File: config.mk
export PLATFORM = sky130hd
export DESIGN_NAME = sram_mem_controller
export DESIGN_NICKNAME = d
export VERILOG_FILES = /design/src/rtl/sram_mem_controller_pkg.sv /design/src/rtl/sram_mem_controller.sv
export SDC_FILE = /design/constraint.sdc
export NUM_CORES = 1
export LEC_CHECK = 0
export CAP_MARGIN = 20
export CORE_MARGIN = 1
export CORE_UTILIZATION = 50
export DETAILED_ROUTE_END_ITERATION = 10
export GPL_TIMING_DRIVEN = 0
export HOLD_SLACK_MARGIN = 0.12
export MAX_ROUTING_LAYER = met4
export PLACE_DENSITY = 0.95
export SLEW_MARGIN = 20
export SYNTH_ARGS = -nofsm -noshare
export SYNTH_HDL_FRONTEND = slang
export SYNTH_SLANG_ARGS = --single-unit
File: constraint.sdc
create_clock -name clk -period 7.8 [get_ports clk]
set_clock_uncertainty 0.15 [all_clocks]
set_input_delay 2.34 -clock clk [delete_from_list [all_inputs] [get_ports clk]]
set_output_delay 2.34 -clock clk [all_outputs]
set_load 0.05 [all_outputs]
File: src/rtl/sram_mem_controller_pkg.sv
// Shared types and constants for the MEM-stage SRAM controller.
package sram_mem_controller_pkg;

  localparam int unsigned SRAM_AW          = 18;
  localparam int unsigned SRAM_DW          = 16;
  localparam int unsigned SRAM_HALF_CYCLES = 3;
  localparam logic [31:0] SRAM_BASE_ADDR   = 32'd1024;

  typedef enum logic [1:0] {
    IDLE = 2'd0,
    LOW  = 2'd1,
    HIGH = 2'd2,
    DONE = 2'd3
  } sram_state_e;

  // Word index inside the SRAM for a processor byte address; wraps by truncation.
  function automatic logic [SRAM_AW-2:0] sram_word_index(input logic [31:0] byte_addr,
                                                         input logic [31:0] base_addr);
    logic [31:0] eff;
    eff = byte_addr - base_addr;
    return eff[SRAM_AW:2];
  endfunction

endpackage

File: src/rtl/sram_mem_controller.sv
// Splits 32-bit MEM-stage loads/stores into two 16-bit accesses on an async SRAM.
module sram_mem_controller
  import sram_mem_controller_pkg::*;
#(
  parameter int unsigned HALF_CYCLES = SRAM_HALF_CYCLES,
  parameter logic [31:0] BASE_ADDR   = SRAM_BASE_ADDR
) (
  input  logic               clk,
  input  logic               rst,
  input  logic               rd_en,
  input  logic               wr_en,
  input  logic [31:0]        address,
  input  logic [31:0]        write_data,
  output logic [31:0]        read_data,
  output logic               ready,
  output logic [SRAM_AW-1:0] sram_addr,
  output logic [SRAM_DW-1:0] sram_dq_out,
  input  logic [SRAM_DW-1:0] sram_dq_in,
  output logic               sram_dq_oe,
  output logic               sram_we_n,
  output logic               sram_ce_n,
  output logic               sram_oe_n,
  output logic               sram_ub_n,
  output logic               sram_lb_n
);

  localparam logic [3:0] CNT_LAST = 4'(HALF_CYCLES - 1);

  sram_state_e        state_q;
  logic [3:0]         cnt_q;
  logic               op_wr_q;
  logic [SRAM_AW-2:0] word_q;
  logic [31:0]        wdata_q;
  logic [31:0]        read_data_q;
  logic [SRAM_AW-1:0] sram_addr_q;
  logic [SRAM_DW-1:0] sram_dq_out_q;
  logic               sram_dq_oe_q;
  logic               sram_we_n_q;

  // Transfer sequencer: pad outputs are registered one cycle ahead of the phase they serve.
  always_ff @(posedge clk or posedge rst) begin
    if (rst) begin
      state_q       <= IDLE;
      cnt_q         <= '0;
      op_wr_q       <= 1'b0;
      word_q        <= '0;
      wdata_q       <= '0;
      read_data_q   <= '0;
      sram_addr_q   <= '0;
      sram_dq_out_q <= '0;
      sram_dq_oe_q  <= 1'b0;
      sram_we_n_q   <= 1'b1;
    end else begin
      unique case (state_q)
        IDLE: begin
          if (rd_en || wr_en) begin
            // Simultaneous rd_en/wr_en resolves to a write.
            state_q       <= LOW;
            cnt_q         <= '0;
            op_wr_q       <= wr_en;
            word_q        <= sram_word_index(address, BASE_ADDR);
            wdata_q       <= write_data;
            sram_addr_q   <= {sram_word_index(address, BASE_ADDR), 1'b0};
            sram_dq_out_q <= write_data[15:0];
            sram_dq_oe_q  <= wr_en;
            sram_we_n_q   <= ~wr_en;
          end
        end
        LOW: begin
          if (cnt_q == CNT_LAST) begin
            state_q       <= HIGH;
            cnt_q         <= '0;
            sram_addr_q   <= {word_q, 1'b1};
            sram_dq_out_q <= wdata_q[31:16];
            if (!op_wr_q) read_data_q[15:0] <= sram_dq_in;
          end else begin
            cnt_q <= cnt_q + 4'd1;
          end
        end
        HIGH: begin
          if (cnt_q == CNT_LAST) begin
            state_q      <= DONE;
            cnt_q        <= '0;
            sram_dq_oe_q <= 1'b0;
            sram_we_n_q  <= 1'b1;
            if (!op_wr_q) read_data_q[31:16] <= sram_dq_in;
          end else begin
            cnt_q <= cnt_q + 4'd1;
          end
        end
        DONE: begin
          state_q <= IDLE;
        end
        default: begin
          state_q <= IDLE;
        end
      endcase
    end
  end

  // Pipeline may advance when idle with no request, or in the single DONE cycle.
  always_comb begin
    ready = ((state_q == IDLE) && !rd_en && !wr_en) || (state_q == DONE);
  end

  assign read_data   = read_data_q;
  assign sram_addr   = sram_addr_q;
  assign sram_dq_out = sram_dq_out_q;
  assign sram_dq_oe  = sram_dq_oe_q;
  assign sram_we_n   = sram_we_n_q;
  assign sram_ce_n   = 1'b0;
  assign sram_oe_n   = 1'b0;
  assign sram_ub_n   = 1'b0;
  assign sram_lb_n   = 1'b0;

endmodule

* Word-level counts from Yosys, hierarchy flattened *
Cells that the tools add are included.

word-level totals
  register bits = 124
  output and inout port bits = 73

operators by class
  $add $sub $neg = 2
  eq/ne operators = 7
  mux-type cells = 19
  bitwise operators = 2
  reduce and logical (&&, ||, !) cells = 18

operator list
  operator                  count
  $mux W18                  2
  $pmux W18 S2              1
  $mux W16                  2
  $pmux W16 S2              1
  $sub A19 B11 Y19 const B  1
  $reduce_and A3 Y1         5
  $mux W4                   2
  $pmux W2 S4               1
  $pmux W4 S2               1
  $mux W2                   3
  $ne A2 B2 Y1 const B      3
  $reduce_bool A2 Y1        3
  $add A4 B1 Y4 const B     1
  $eq A2 B2 Y1 const B      2
  $eq A4 B2 Y1 const B      1
  $mux W1                   4
  $pmux W1 S2               2
  $reduce_and A2 Y1         2
  $eq A2 B1 Y1 const B      1
  $logic_and A1 B1 Y1       2
  $logic_not A1 Y1          2
  $logic_not A2 Y1          1
  $logic_or A1 B1 Y1        2
  $not A1 Y1                2
  $reduce_or A2 Y1          1

* Logic depth before layout (Yosys ltp) *
  word-level depth = 4
  depth in mapped cells = 8
  depth with buffers taken out = 6

* Worst setup path after synthesis *
Ideal clock, no wire load.

  kind = input-to-output
  start = in rd_en
  end = out ready
  data arrival time = 3335 ps
  data required time = 5310 ps
  path slack = 1975 ps
  stages = 3
  path buffers = 1
  cell sequence = or3b_2 > clkbuf_1 > nand2b_1

on the way
  cells in the longest elaborated chain, start to end = 4

RTL lines
  what                              RTL line                    text
  start, declared                   sram_mem_controller.sv:10   input logic rd_en,
  $logic_not A1 Y1                  sram_mem_controller.sv:103  ready = ((state_q == IDLE) && !rd_en && !wr_en) || (state_q == DONE);
  $logic_and A1 B1 Y1 (2 in a row)  sram_mem_controller.sv:103
  $logic_or A1 B1 Y1                sram_mem_controller.sv:103
  end, declared                     sram_mem_controller.sv:15   output logic ready,

Every way passes these cells.

* Worst setup path in the final report *
  start = in wr_en
  end = out ready

on the way
  cells in the longest elaborated chain, start to end = 3

RTL lines
  what                 RTL line                    text
  start, declared      sram_mem_controller.sv:11   input logic wr_en,
  $logic_not A1 Y1     sram_mem_controller.sv:103
  $logic_and A1 B1 Y1  sram_mem_controller.sv:103
  $logic_or A1 B1 Y1   sram_mem_controller.sv:103

Every way passes these cells.

==> results.md <==
* Share of cells above drive strength 1 at 18.63%
* Largest net degree at the start of global routing at 81
* Fin. max-slew vios at 0
* Final setup fails at 0
* Initial antenna violation count at 0
* CP endpoint kind: primary output
* IO Pins at 157
* Crit Path Max Fanout at 8
* Status: complete, no violations
* Internal cell power at 0.001699 W
* RSZ-0062 raised after global routing: false
* Syn_area_per_cell at 12.44 sq um
* Setup bufs post-CTS at 0
* Worst hold stages at 2
* Placer Congestion at 0.8347
* First-pass GRT wire length at 18380 um
* FILL cells at 664
* Tightest Hold Check Type: flop to flop
* Hold path start: word_q[12]
* CTS max path bufs at 2
* Worst Path Required at 5.31 ns
* Final hold violations at 0
* Count of clock tree sinks at 108
* Share of the synthesized area in the top cell type at 55.90%
* Synth area leader: dfrtp_1
* Max Cap Violations at 0
* Top_reg_cell synth: dfrtp_1
* Nets at 629
* FF-to-FF End: state_q[1]
* Antenna diodes at 0
* Power Dens Cells at 493.6 nW/um^2
* Sw power at 0.001533 W
* Clk pwr share at 10.1%
* Setup WS pre-CTS at 0.8521 ns
* Dpl cells at 655
* Worst setup SP type: primary input
* Synthesized instance count at 385
* DRC Markers at 0
* Post-Layout Cell Count at 671
* Sequential share of power at 31.2%
* Clk pin slew, worst setup/hold paths at 0.10 ns
* Power share of the combinational group at 58.7%
* GR Util All Layers at 24.61%
* Worst slew pin tran at 0.8241 ns
* Reg2Reg Launch Point: state_q[1]
* Ys Warns at 0
* Fin crit period at 6.974 ns
* Routed len/inst at 16.59 um
* Vias in the first global route at 3743
* Die Y at 99.88 um
* Port bufs at 137
* Post-CTS Resized at 0
* Dpl hpwl at 8331 um
* Total CTS buffers at 9
* CTS tree: yes
* Post-synth EDFFs at 0
* Drt first pass iters at 4
* Clk_lat worst skew at 0.37 ns
* Commonest non-fill, non-tap cell in the layout: clkdlybuf4s50_1
* CP startpoint: wr_en
* Worst reg-to-reg setup slack at 5.46 ns
* Largest cells by area after synthesis: dfrtp_1, mux2_2, mux2i_1, mux2_4, a21oi_1
* Final period util at 89.41%
* Headroom to the max-slew limit at 45.06%
* Max Clock Freq at 0.1434 GHz
* H-tree levels at 3
* WS Path Type: primary input to primary output
* Area growth from synthesis to layout at 36.68%
* Pleak at 2.827 nW
* Worst r2r path cells at 7
* Via density at 5.200
* Post-synthesis sequential area ratio at 56.45%
* Sw Share at 47.43%
* Initial core utilization at 51.83%
* Fin Hold WS at 0.3530 ns
* Slack of the critical path at 0.8264 ns
* Vias at 3489
* Site Rows at 35
* Area of the core at 9240 sq um
* Die area at 9975 sq um
* Total grt overflow at 0
* Setup TNS at 0 ns
* Final ANT Viol Nets at 0
* Final wirelength at 11130 um
* Async set-reset flop share out of synthesis at 100.0%
* 1st-iter DRT viols at 172
* Post-synth cell types at 43
* Most frequent cells in the layout: clkdlybuf4s50_1, dfrtp_1, mux2_2
* Synthesized area at 4790 sq um
* FF+latch count, synth at 108
* Peak supply drop at 0.0002416 V
* Data arrival, critical path at 4.48 ns
* Hold_buf cts at 0
* CTS root buf: clkbuf_8
* Die W at 99.88 um
* Hold EP: word_q[12]
==> synthesized netlist by cell type (7+ instances only) <==
library cell and count:
buf_4 10, nor2_1 33, mux2_2 46, mux2i_1 24
inv_1 8, ha_1 8, nand3_1 7, mux2_4 12
o21ai_0 18, dfrtp_1 107, clkbuf_1 7, nand2_1 21
nand2b_1 8, a21oi_1 29
==> metrics by stage <==
stage / util [%] / instance area (sq um) / power [W]
global placement: 68.54 / 6334 / 0.002846
detailed placement: 68.90 / 6366 / 0.002928
CTS: 70.85 / 6546 / 0.003251
floorplan: - / 4801 / 0.002304
global route: 70.85 / 6546 / 0.003412
finish: 70.85 / 6546 / 0.003231
==> worst max-delay path, cell delays in order <==
cell	delay, ns
clkdlybuf4s50_1	0.53
or3b_2	0.48
clkbuf_1	0.20
nand2b_1	0.12
clkdlybuf4s50_1	0.81
==> routing by layer <==
layer / wire (um) / vias up / global-route usage, %
li1: - / 1631 / -
met1: 4512 / 1733 / 28.63
met2: 5811 / 106 / 42.76
met3: 569 / 19 / 4.735
met4: 237 / 0 / 8.484
met5: 0 / - / -
==> kinds of logic after synthesis <==
logic type	synth area share, %
mux	20.06
compound gates	7.524
simple gates	8.516
buf+inv	3.997
xor+xnor	1.280
flops	56.45
fa+ha+maj	2.090
other cells	0.07829
==> power by group through the flow <==
stage          registers (W)  clock network, W  logic (W)
2_1_floorplan        0.00160                 0   0.000701
3_3_place_gp        0.000995                 0    0.00185
3_5_place_dp         0.00102                 0    0.00191
4_1_cts              0.00101          0.000329    0.00191
5_1_grt              0.00104          0.000352    0.00202
6_report             0.00101          0.000325    0.00190
==> cell type report <==
| cell class | count | area [sq um] | share of cell area [%] |
|---|---|---|---|
| Timing Repair Buffer | 138 | 1399 | 21.37 |
| Sequential cell | 108 | 2704 | 41.30 |
| Inverter | 8 | 35.03 | 0.5352 |
| Buffer | 24 | 161.4 | 2.466 |
| Tap cell | 129 | 161.4 | 2.466 |
| Clock inverter | 7 | 56.30 | 0.8601 |
| Multi-Input combinational cell | 248 | 1906 | 29.11 |
| Clock buffer | 9 | 123.9 | 1.892 |
==> registers in the layout, summed over array words and instances (netlist names) <==
register / flops
read_data: 32
sram_addr: 18
word_q: 17
sram_dq_out: 16
wdata_q: 16
cnt_q: 4
state_q: 2
op_wr_q: 1
sram_dq_oe: 1
sram_we_n: 1
==> worst max path at each step <==
stage / end / slack, ns / depth (start not counted)
6_report: ready / 0.83 / 5
5_1_grt: ready / 0.78 / 5
4_1_cts: ready / 0.85 / 5
3_5_place_dp: ready / 0.85 / 5
3_3_place_gp: ready / 0.89 / 5
2_1_floorplan: ready / 1.97 / 3
Note: power is estimated with default switching activity, not from simulation.
